==> src/rtl/sha256_msg_sched.sv <==
// sha256_msg_sched
//
// Expands one 512-bit SHA-256 block into the 64-word message schedule
// W[0..63]. Sixteen message words are loaded over a valid/ready handshake
// into a 16-entry circular buffer. The schedule is then streamed out one
// word per accepted output handshake. W[16..63] are computed in place, so
// the buffer always holds the 16 most recent schedule words.
//
// Ports
//   clk        system clock, all state on the rising edge
//   rst        asynchronous, active-high reset
//   start      begin a new block (honoured only when idle)
//   in_valid   in_data holds a message word
//   in_data    message word, M[0] first
//   in_ready   block accepts a word (high only while loading)
//   out_valid  out_data/out_idx hold W[out_idx]
//   out_ready  consumer accepts the word
//   out_data   schedule word W[t], zero while out_valid is low
//   out_idx    t, the index of the word presented
//   busy       high while loading or streaming
//   done       one-cycle pulse after W[63] is accepted

module sha256_msg_sched (
    input  logic        clk,
    input  logic        rst,
    input  logic        start,
    input  logic        in_valid,
    input  logic [31:0] in_data,
    output logic        in_ready,
    output logic        out_valid,
    input  logic        out_ready,
    output logic [31:0] out_data,
    output logic [5:0]  out_idx,
    output logic        busy,
    output logic        done
);

    typedef enum logic [1:0] {
        IDLE,
        LOAD,
        STREAM
    } state_t;

    state_t      state;
    logic [3:0]  cnt;
    logic [5:0]  t;
    logic [31:0] msgBuf [16];

    logic        loading;
    logic        streaming;
    logic        inFire;
    logic        outFire;
    logic        expanding;
    logic [31:0] schedWord;
    logic [3:0]  slotNow;
    logic [3:0]  slotM2;
    logic [3:0]  slotM7;
    logic [3:0]  slotM15;

    function automatic logic [31:0] sigma0(input logic [31:0] x);
        return {x[6:0], x[31:7]} ^ {x[17:0], x[31:18]} ^ (x >> 3);
    endfunction

    function automatic logic [31:0] sigma1(input logic [31:0] x);
        return {x[16:0], x[31:17]} ^ {x[18:0], x[31:19]} ^ (x >> 10);
    endfunction

    assign loading   = (state == LOAD);
    assign streaming = (state == STREAM);
    assign inFire    = loading && in_valid;
    assign outFire   = streaming && out_ready;
    // Words 0..15 pass straight through; from 16 on, each word is computed.
    assign expanding = (t[5:4] != 2'b00);

    // Circular-buffer slots for W[t-16], W[t-2], W[t-7], W[t-15]; the 4-bit
    // adds wrap modulo 16, which is exactly the (t+k)&15 indexing.
    assign slotNow = t[3:0];
    assign slotM2  = t[3:0] + 4'd14;
    assign slotM7  = t[3:0] + 4'd9;
    assign slotM15 = t[3:0] + 4'd1;

    always_comb begin
        schedWord = sigma1(msgBuf[slotM2]) + msgBuf[slotM7]
                  + sigma0(msgBuf[slotM15]) + msgBuf[slotNow];
    end

    always_comb begin
        out_data = '0;
        if (streaming) begin
            out_data = expanding ? schedWord : msgBuf[slotNow];
        end
    end

    assign in_ready  = loading;
    assign out_valid = streaming;
    assign out_idx   = streaming ? t : '0;
    assign busy      = loading || streaming;

    always_ff @(posedge clk or posedge rst) begin
        if (rst) begin
            state <= IDLE;
            cnt   <= '0;
            t     <= '0;
            done  <= 1'b0;
        end else begin
            done <= 1'b0;
            case (state)
                IDLE: begin
                    if (start) begin
                        state <= LOAD;
                        cnt   <= '0;
                    end
                end
                LOAD: begin
                    if (inFire) begin
                        cnt <= cnt + 4'd1;
                        if (cnt == 4'd15) begin
                            state <= STREAM;
                            t     <= '0;
                        end
                    end
                end
                STREAM: begin
                    if (outFire) begin
                        // t wraps 63 -> 0, leaving it cleared for the next block.
                        t <= t + 6'd1;
                        if (t == 6'd63) begin
                            state <= IDLE;
                            done  <= 1'b1;
                        end
                    end
                end
                default: begin
                    state <= IDLE;
                end
            endcase
        end
    end

    // Buffer storage carries no reset; its contents are only observable
    // after a full reload.
    always_ff @(posedge clk) begin
        if (inFire) begin
            msgBuf[cnt] <= in_data;
        end else if (outFire && expanding) begin
            msgBuf[slotNow] <= schedWord;
        end
    end

endmodule

==> config.mk <==
export PLATFORM = sky130hd
export DESIGN_NAME = sha256_msg_sched
export DESIGN_NICKNAME = d
export VERILOG_FILES = /design/src/rtl/sha256_msg_sched.sv
export SDC_FILE = /design/constraint.sdc
export NUM_CORES = 1
export LEC_CHECK = 0
export CAP_MARGIN = 20
export CORE_MARGIN = 3
export CORE_UTILIZATION = 45
export CTS_BUF_LIST = sky130_fd_sc_hd__clkbuf_4
export DETAILED_ROUTE_END_ITERATION = 8
export SLEW_MARGIN = 10
export SYNTH_ARGS = -nofsm -noshare
export SYNTH_HDL_FRONTEND = slang
export SYNTH_SLANG_ARGS = --single-unit
==> constraint.sdc <==
create_clock -name clk -period 11.7 [get_ports clk]
set_clock_uncertainty 0.1 [all_clocks]
set_input_delay 2.34 -clock clk [delete_from_list [all_inputs] [get_ports clk]]
set_output_delay 2.34 -clock clk [all_outputs]
set_load 0.01 [all_outputs]
-- After elaboration in Yosys (flattened, before gate mapping)
Memories as Yosys holds them, arrays and structs flattened.
Index checks and enable logic that the tools add are counted.
- $add $sub $neg: 8
- multipliers: 0
- divide/modulo/power cells: 0
- magnitude comparators: 0
- eq/ne operators: 9
- shift operators: 0
- multiplexer cells: 27
- bitwise gates (word level): 4
- reduce and logical (&&, ||, !) cells: 12
- operators with widths (cell ; count):
    32-bit adder ; 3
    32-bit two-way mux ; 3
    32-bit bitwise XOR ; 2
    32-bit OR reduction ; 1
    32-bit by 22-bit bitwise XOR with 32-bit output ; 1
    32-bit by 29-bit bitwise XOR with 32-bit output ; 1
    6-bit two-way mux ; 4
    4-bit two-way mux ; 3
    6-bit one-hot mux with 2 select lines ; 1
    2-bit two-way mux ; 5
    1-bit two-way mux ; 9
    4-bit by 1-bit adder with 4-bit output (second input constant) ; 2
    4-bit adder (second input constant) ; 2
    2-bit by 1-bit != test with 1-bit output (second input constant) ; 4
    4-bit one-hot mux with 2 select lines ; 1
    6-bit by 1-bit adder with 6-bit output (second input constant) ; 1
    6-bit == test (second input constant) ; 1
    2-bit one-hot mux with 3 select lines ; 1
    2-bit nonzero test ; 3
    5-bit AND reduction ; 1
    4-bit == test (second input constant) ; 1
    4-bit AND reduction ; 1
    1-bit logical AND ; 3
    3-bit AND reduction ; 1
    5 further kinds ; 5
- bits in registers: 13
- latch bits: 0
- memory bits (writable): 512
- ROM bits: 0
- output and inout port bits: 42
- word-level logic and storage cells: 65
- memories: 1
- memory list (name ; depth ; bits a word ; rd ports ; clocked after memory_dff ; write ports ; RTL line ; source):
    msgBuf ; 16 ; 32 ; 4 ; 0 ; 1 ; 47 ; logic [31:0] msgBuf [16];

-- Depth between registers and ports, before layout
An unclocked memory read counts as a cell.
- depth after elaboration: 9
- mapped depth: 27

-- Worst setup path after synthesis
Ideal clock, no wire load.
- path kind: reg2out
- start: register t[2]
- end: output out_data[29]
- arrival: 6.723 ns
- path slack: 2.537 ns
- cell stages (with the launch flop): 25
- path buffers: 4
- cells stage by stage: dfrtp_1 -> clkbuf_1 -> buf_2 -> buf_1 -> inv_1 -> ha_1 -> xor2_1 -> clkbuf_1 -> mux4_2 -> xnor2_1 -> fa_1 -> inv_1 -> fa_1 -> inv_1 -> ha_1 -> inv_1 -> fa_1 -> nor2b_1 -> o31a_1 -> o21ba_2 -> o211ai_1 -> a21oi_1 -> o41a_1 -> or3_1 -> a21oi_1
- cells in the longest elaborated chain, start to end: 9
- elaborated cells on any way between the ends: 13
- those cells by class: add/sub: 6; mux: 2; bitwise: 4; memory: 1
- ends and longest elaborated chain (item ; RTL line ; source):
    from (decl) ; 46 ; logic [5:0] t;
    from (signal assigned) ; 126 ; t <= t + 6'd1;
    4-bit adder ; 78 ; assign slotM2 = t[3:0] + 4'd14;
    memory 16 x 32 bit * ; - ;
    32-bit bitwise XOR ; 65 ; return {x[16:0], x[31:17]} ^ {x[18:0], x[31:19]} ^ (x >> 10);
    32-bit by 22-bit bitwise XOR with 32-bit output ; 65 ;
    32-bit adder ; 83 ; schedWord = sigma1(msgBuf[slotM2]) + msgBuf[slotM7]
    32-bit adder (2 in series) ; 84 ; + sigma0(msgBuf[slotM15]) + msgBuf[slotNow];
    32-bit two-way mux * ; 90 ; out_data = expanding ? schedWord : msgBuf[slotNow];
    32-bit two-way mux * ; 89 ; if (streaming) begin
    to (decl) ; 32 ; output logic [31:0] out_data,
Mark *: on every way between the ends. The rest lies on a longest branch, timed or not.

-- Worst setup path in the final report
- start: register t[0]
- end: output out_data[31]
Same word-level chain as after synthesis.

==> flow_summary.yaml <==
outcome:
  status: "finished clean"
timing:
  period_share_pct: 97.0
  rsz0062_at_grt: "false"
  slew_viol_final: 0
  worstMarginPinSlew_ns: 1.06
  finalHoldViolations: 0
  slew_headroom_pct: 29.2
  clock.fmax_mhz: 88.1
  period_minus_slack_ns: 11.35
  setup_viol: 0
  setup-tns-final_ns: 0
worst_setup_path:
  worstRegToRegCells: 20
  crit_path_start: "t[0]"
  start_kind: "flop"
  crit_chain: "ha_4 -> buf_12 -> mux4_2 -> mux4_2 -> xnor2_1 -> xnor2_1 -> fa_1 -> inv_1 -> fa_1 -> inv_1 -> ha_1 -> inv_1 -> fa_1 -> nor2b_1 -> o31a_1 -> o21ba_2 -> o211ai_1 -> a21oi_1 -> o41a_1 -> o22ai_1 -> xnor2_1 -> o211a_1 -> clkdlybuf4s50_1"
  r2r_start: "t[0]"
  cp_num_buf_inv: 5
  worstSetupPathType: "reg -> out"
  worst-path-stages: 23
  r2r-end: "msgBuf[14][29]"
  crit_required_ns: 9.26
  arrival_ns: 8.91
  cp_slowest_cell: "ha_4"
  crit_path_end_kind: "primary output"
  slowest_delay_ns: 0.80
  critPathMaxFanout: 26
  critPathTopFamily: "adder cells"
  r2r_slack_ns: 3.85
layout:
  multi_input_comb_area_mm2: 0.0169
  post-route-util_pct: 51.2
  nets: 2243
  fillers: 6073
  area_growth_pct: 12.1
  drive_gt1_share_pct: 38.4
  regArea_mm2: 0.0157
clocking:
  clockBufferDepth: 3
  cts_num_sinks: 525
  path_clk_slew_ns: 0.07
  cts_tree: "yes"
  insertion_delay_ns: 1.02
  htreeDepth: 4
  root_buffer: "clkbuf_4"
  numCtsBuffers: 143
routing:
  ant_nets: 0
  drt-vias-per-instance: 6.77
  first_pass_iters: 5
  drc: 0
  post_drt_wl_per_cell_um: 33.2
  vias: 21475
  drtIter0Drc: 2908
  wl_mm: 106
logic_synthesis:
  async_flop_share_pct: 2.48
  synthesis.nets: 2087
  avgSynthCellArea_um2: 17.2
  syn-cell-area_mm2: 0.0335
  yosysTopAreaCell: "edfxtp_1"
  seq_area_frac_synth_pct: 46.9
  synth_area_leaders: "edfxtp_1, mux4_2, fa_1"
  yosysUniqueCellTypes: 61
  synth_edf_count: 512
  yosys.area.top_type_share_pct: 45.9
  synth-main-ff-cell: "edfxtp_1"
  synth-seq-cells: 525
  netlist_instances: 1949
  yosys_warnings: 0
place:
  port_buffers: 78
  place_congestion: 0.950
  place_hpwl_mm: 68.1
global_route:
  grt_max_degree: 125
  grt_pass1_wl_mm: 153
  grt_pass1_vias: 21448
  grt_overflow: 0
  grt_usage_pct: 27.6
  antenna_found_initial: 1
hold_path:
  holdPathEnd: "state[1]"
  hold_depth: 1
  hp-class: "reg -> reg"
  worstHoldStart: "state[1]"
run:
  cap_viol_max_count: 0
floorplanning:
  die_h_um: 279
  start_util_pct: 45.7
  io_pins: 79
  die_area_mm2: 0.0777
  design.core.area_mm2: 0.0733
  die_width_um: 279
  fp-row-count: 99
power_and_ir_drop:
  p_sw_uw: 5560
  switching_share_pct: 48.3
  cellPowerDensity_mw_per_mm2: 306
  leakagePower_uw: 0.0120
  p_int_uw: 5940
  p_clk_share_pct: 14.6
  pwr-share-comb_pct: 66.6
  power_frac_seq_pct: 18.8
  ir_drop_v: 0.000454
==> sequential cells by signal, summed over array words and instances (netlist names) <==
name,flops
msgBuf,512
t,6
cnt,4
state,2
done,1
==> layer usage <==
| metal | routed length, um | share of wire, % | track usage (%) | vias to the layer above |
|---|---|---|---|---|
| met1 | 42300 | 40 | 38.9 | 11497 |
| li1 | - | - | - | 8466 |
| met3 | 9990 | 9.5 | 5.99 | 166 |
| met5 | 0 | 0 | 0 | - |
| met2 | 50400 | 48 | 43.4 | 1346 |
| met4 | 2800 | 2.7 | 8.85 | 0 |
==> cell usage after synthesis, types with 4 or more instances <==
cell type,n
inv_1,113
ha_1,39
mux4_2,507
or2_2,4
o21ai_0,34
dfrtp_1,13
a211oi_1,8
nor2_1,58
and2_1,6
a21oi_1,51
xor2_1,21
nor3_1,5
buf_4,9
o31a_1,4
buf_6,6
a21boi_0,5
a31oi_1,6
nand2_1,128
edfxtp_1,512
buf_1,22
xnor2_1,121
o21a_1,8
o31ai_1,8
fa_1,62
or3_1,5
and3_1,6
nand4_1,4
nand2b_1,5
mux2_2,6
nand3_1,15
a22o_1,5
buf_2,54
a21o_1,8
nor2b_1,5
clkbuf_1,47
==> worst register-to-register path, stage by stage (launching register included) <==
cell and delay (ns):
dfrtp_4 0.69, ha_4 0.81, buf_12 0.30, mux4_2 0.35
mux4_2 0.62, xnor2_1 0.33, xnor2_1 0.15, fa_1 0.54
inv_1 0.05, fa_1 0.47, inv_1 0.04, ha_1 0.21
inv_1 0.09, fa_1 0.21, nor2b_1 0.07, o31a_1 0.29
o21ba_2 0.26, o211ai_1 0.37, a21oi_1 0.19, o41a_1 0.45
o31ai_2 0.89
==> cell usage in the layout, fill, tap and decap left out, types with 7 or more instances in the layout <==
cell type and count:
xnor2_1 121, inv_1 113, nand3_1 15, o21ai_0 31, xor2_1 18, clkdlybuf4s50_1 78, a21oi_1 51, ha_1 37
a21o_1 8, clkinv_2 7, nor2_1 41, o21a_1 8, a211oi_1 8, buf_12 9, mux4_2 507, clkbuf_4 205
dfrtp_1 9, nor2_4 17, buf_4 59, edfxtp_1 512, clkinv_1 24, o31ai_1 7, nand2_1 128, fa_1 62
==> cell type report <==
| cell class | count | share of cell area (%) |
|---|---|---|
| antenna | 3 | 0.0200 |
| clock buffer | 205 | 4.10 |
| clock inverter | 46 | 0.776 |
| inverter | 114 | 1.14 |
| multi-input combinational | 1172 | 45.0 |
| sequential | 525 | 41.8 |
| tap | 959 | 3.19 |
| timing repair buffer | 149 | 3.90 |
==> per-stage QoR <==
stage          area (um2)  total power (uW)  cells  worst slack (ns)  hold slack (ns)
6_report            37600             11500   3173             0.348            0.450
5_1_grt             37600             12200   3171            0.0698            0.455
4_1_cts             37500             11400   3165            0.0182            0.445
3_5_place_dp        35600              9610   2913             0.970            0.432
3_3_place_gp        35600              9620   2911              1.01            0.419
2_1_floorplan       33500              7330   1949              2.54            0.393
==> repair_timing <==
item / 4_1_cts / 5_1_grt
buffers inserted: 1 / 4
hold buffers: 0 / 0
pin swaps: 1 / 0
endpoints found under the setup margin: 1 / 3
gates resized for setup: 0 / 4
==> power by group through the flow <==
stage	Sequential (uW)	Combinational, uW	Clock, uW
finish	2160	7660	1670
global route	2170	8250	1820
global placement	2200	7430	0
CTS	2160	7480	1710
detailed placement	2200	7410	0
floorplan	2180	5150	0
==> how the worst max path moves through the flow <==
stage                   end  slack, ns
6_report       out_data[31]       0.35
5_1_grt        out_data[31]       0.07
4_1_cts        out_data[16]       0.02
3_5_place_dp   out_data[16]       0.97
3_3_place_gp   out_data[16]       1.01
2_1_floorplan  out_data[29]       2.54
==> kinds of logic after synthesis <==
kind of cell | Yosys count | synth area share [%]
AO/OA/AOI/OAI | 159 | 3.01
XOR/XNOR | 144 | 3.84
adder cells (fa/ha/maj) | 101 | 5.16
buffers and inverters | 252 | 3.26
flip-flops | 525 | 46.9
multiplexers | 519 | 34.6
AND/OR/NAND/NOR | 249 | 3.23
(Power assumes the default switching activity.)
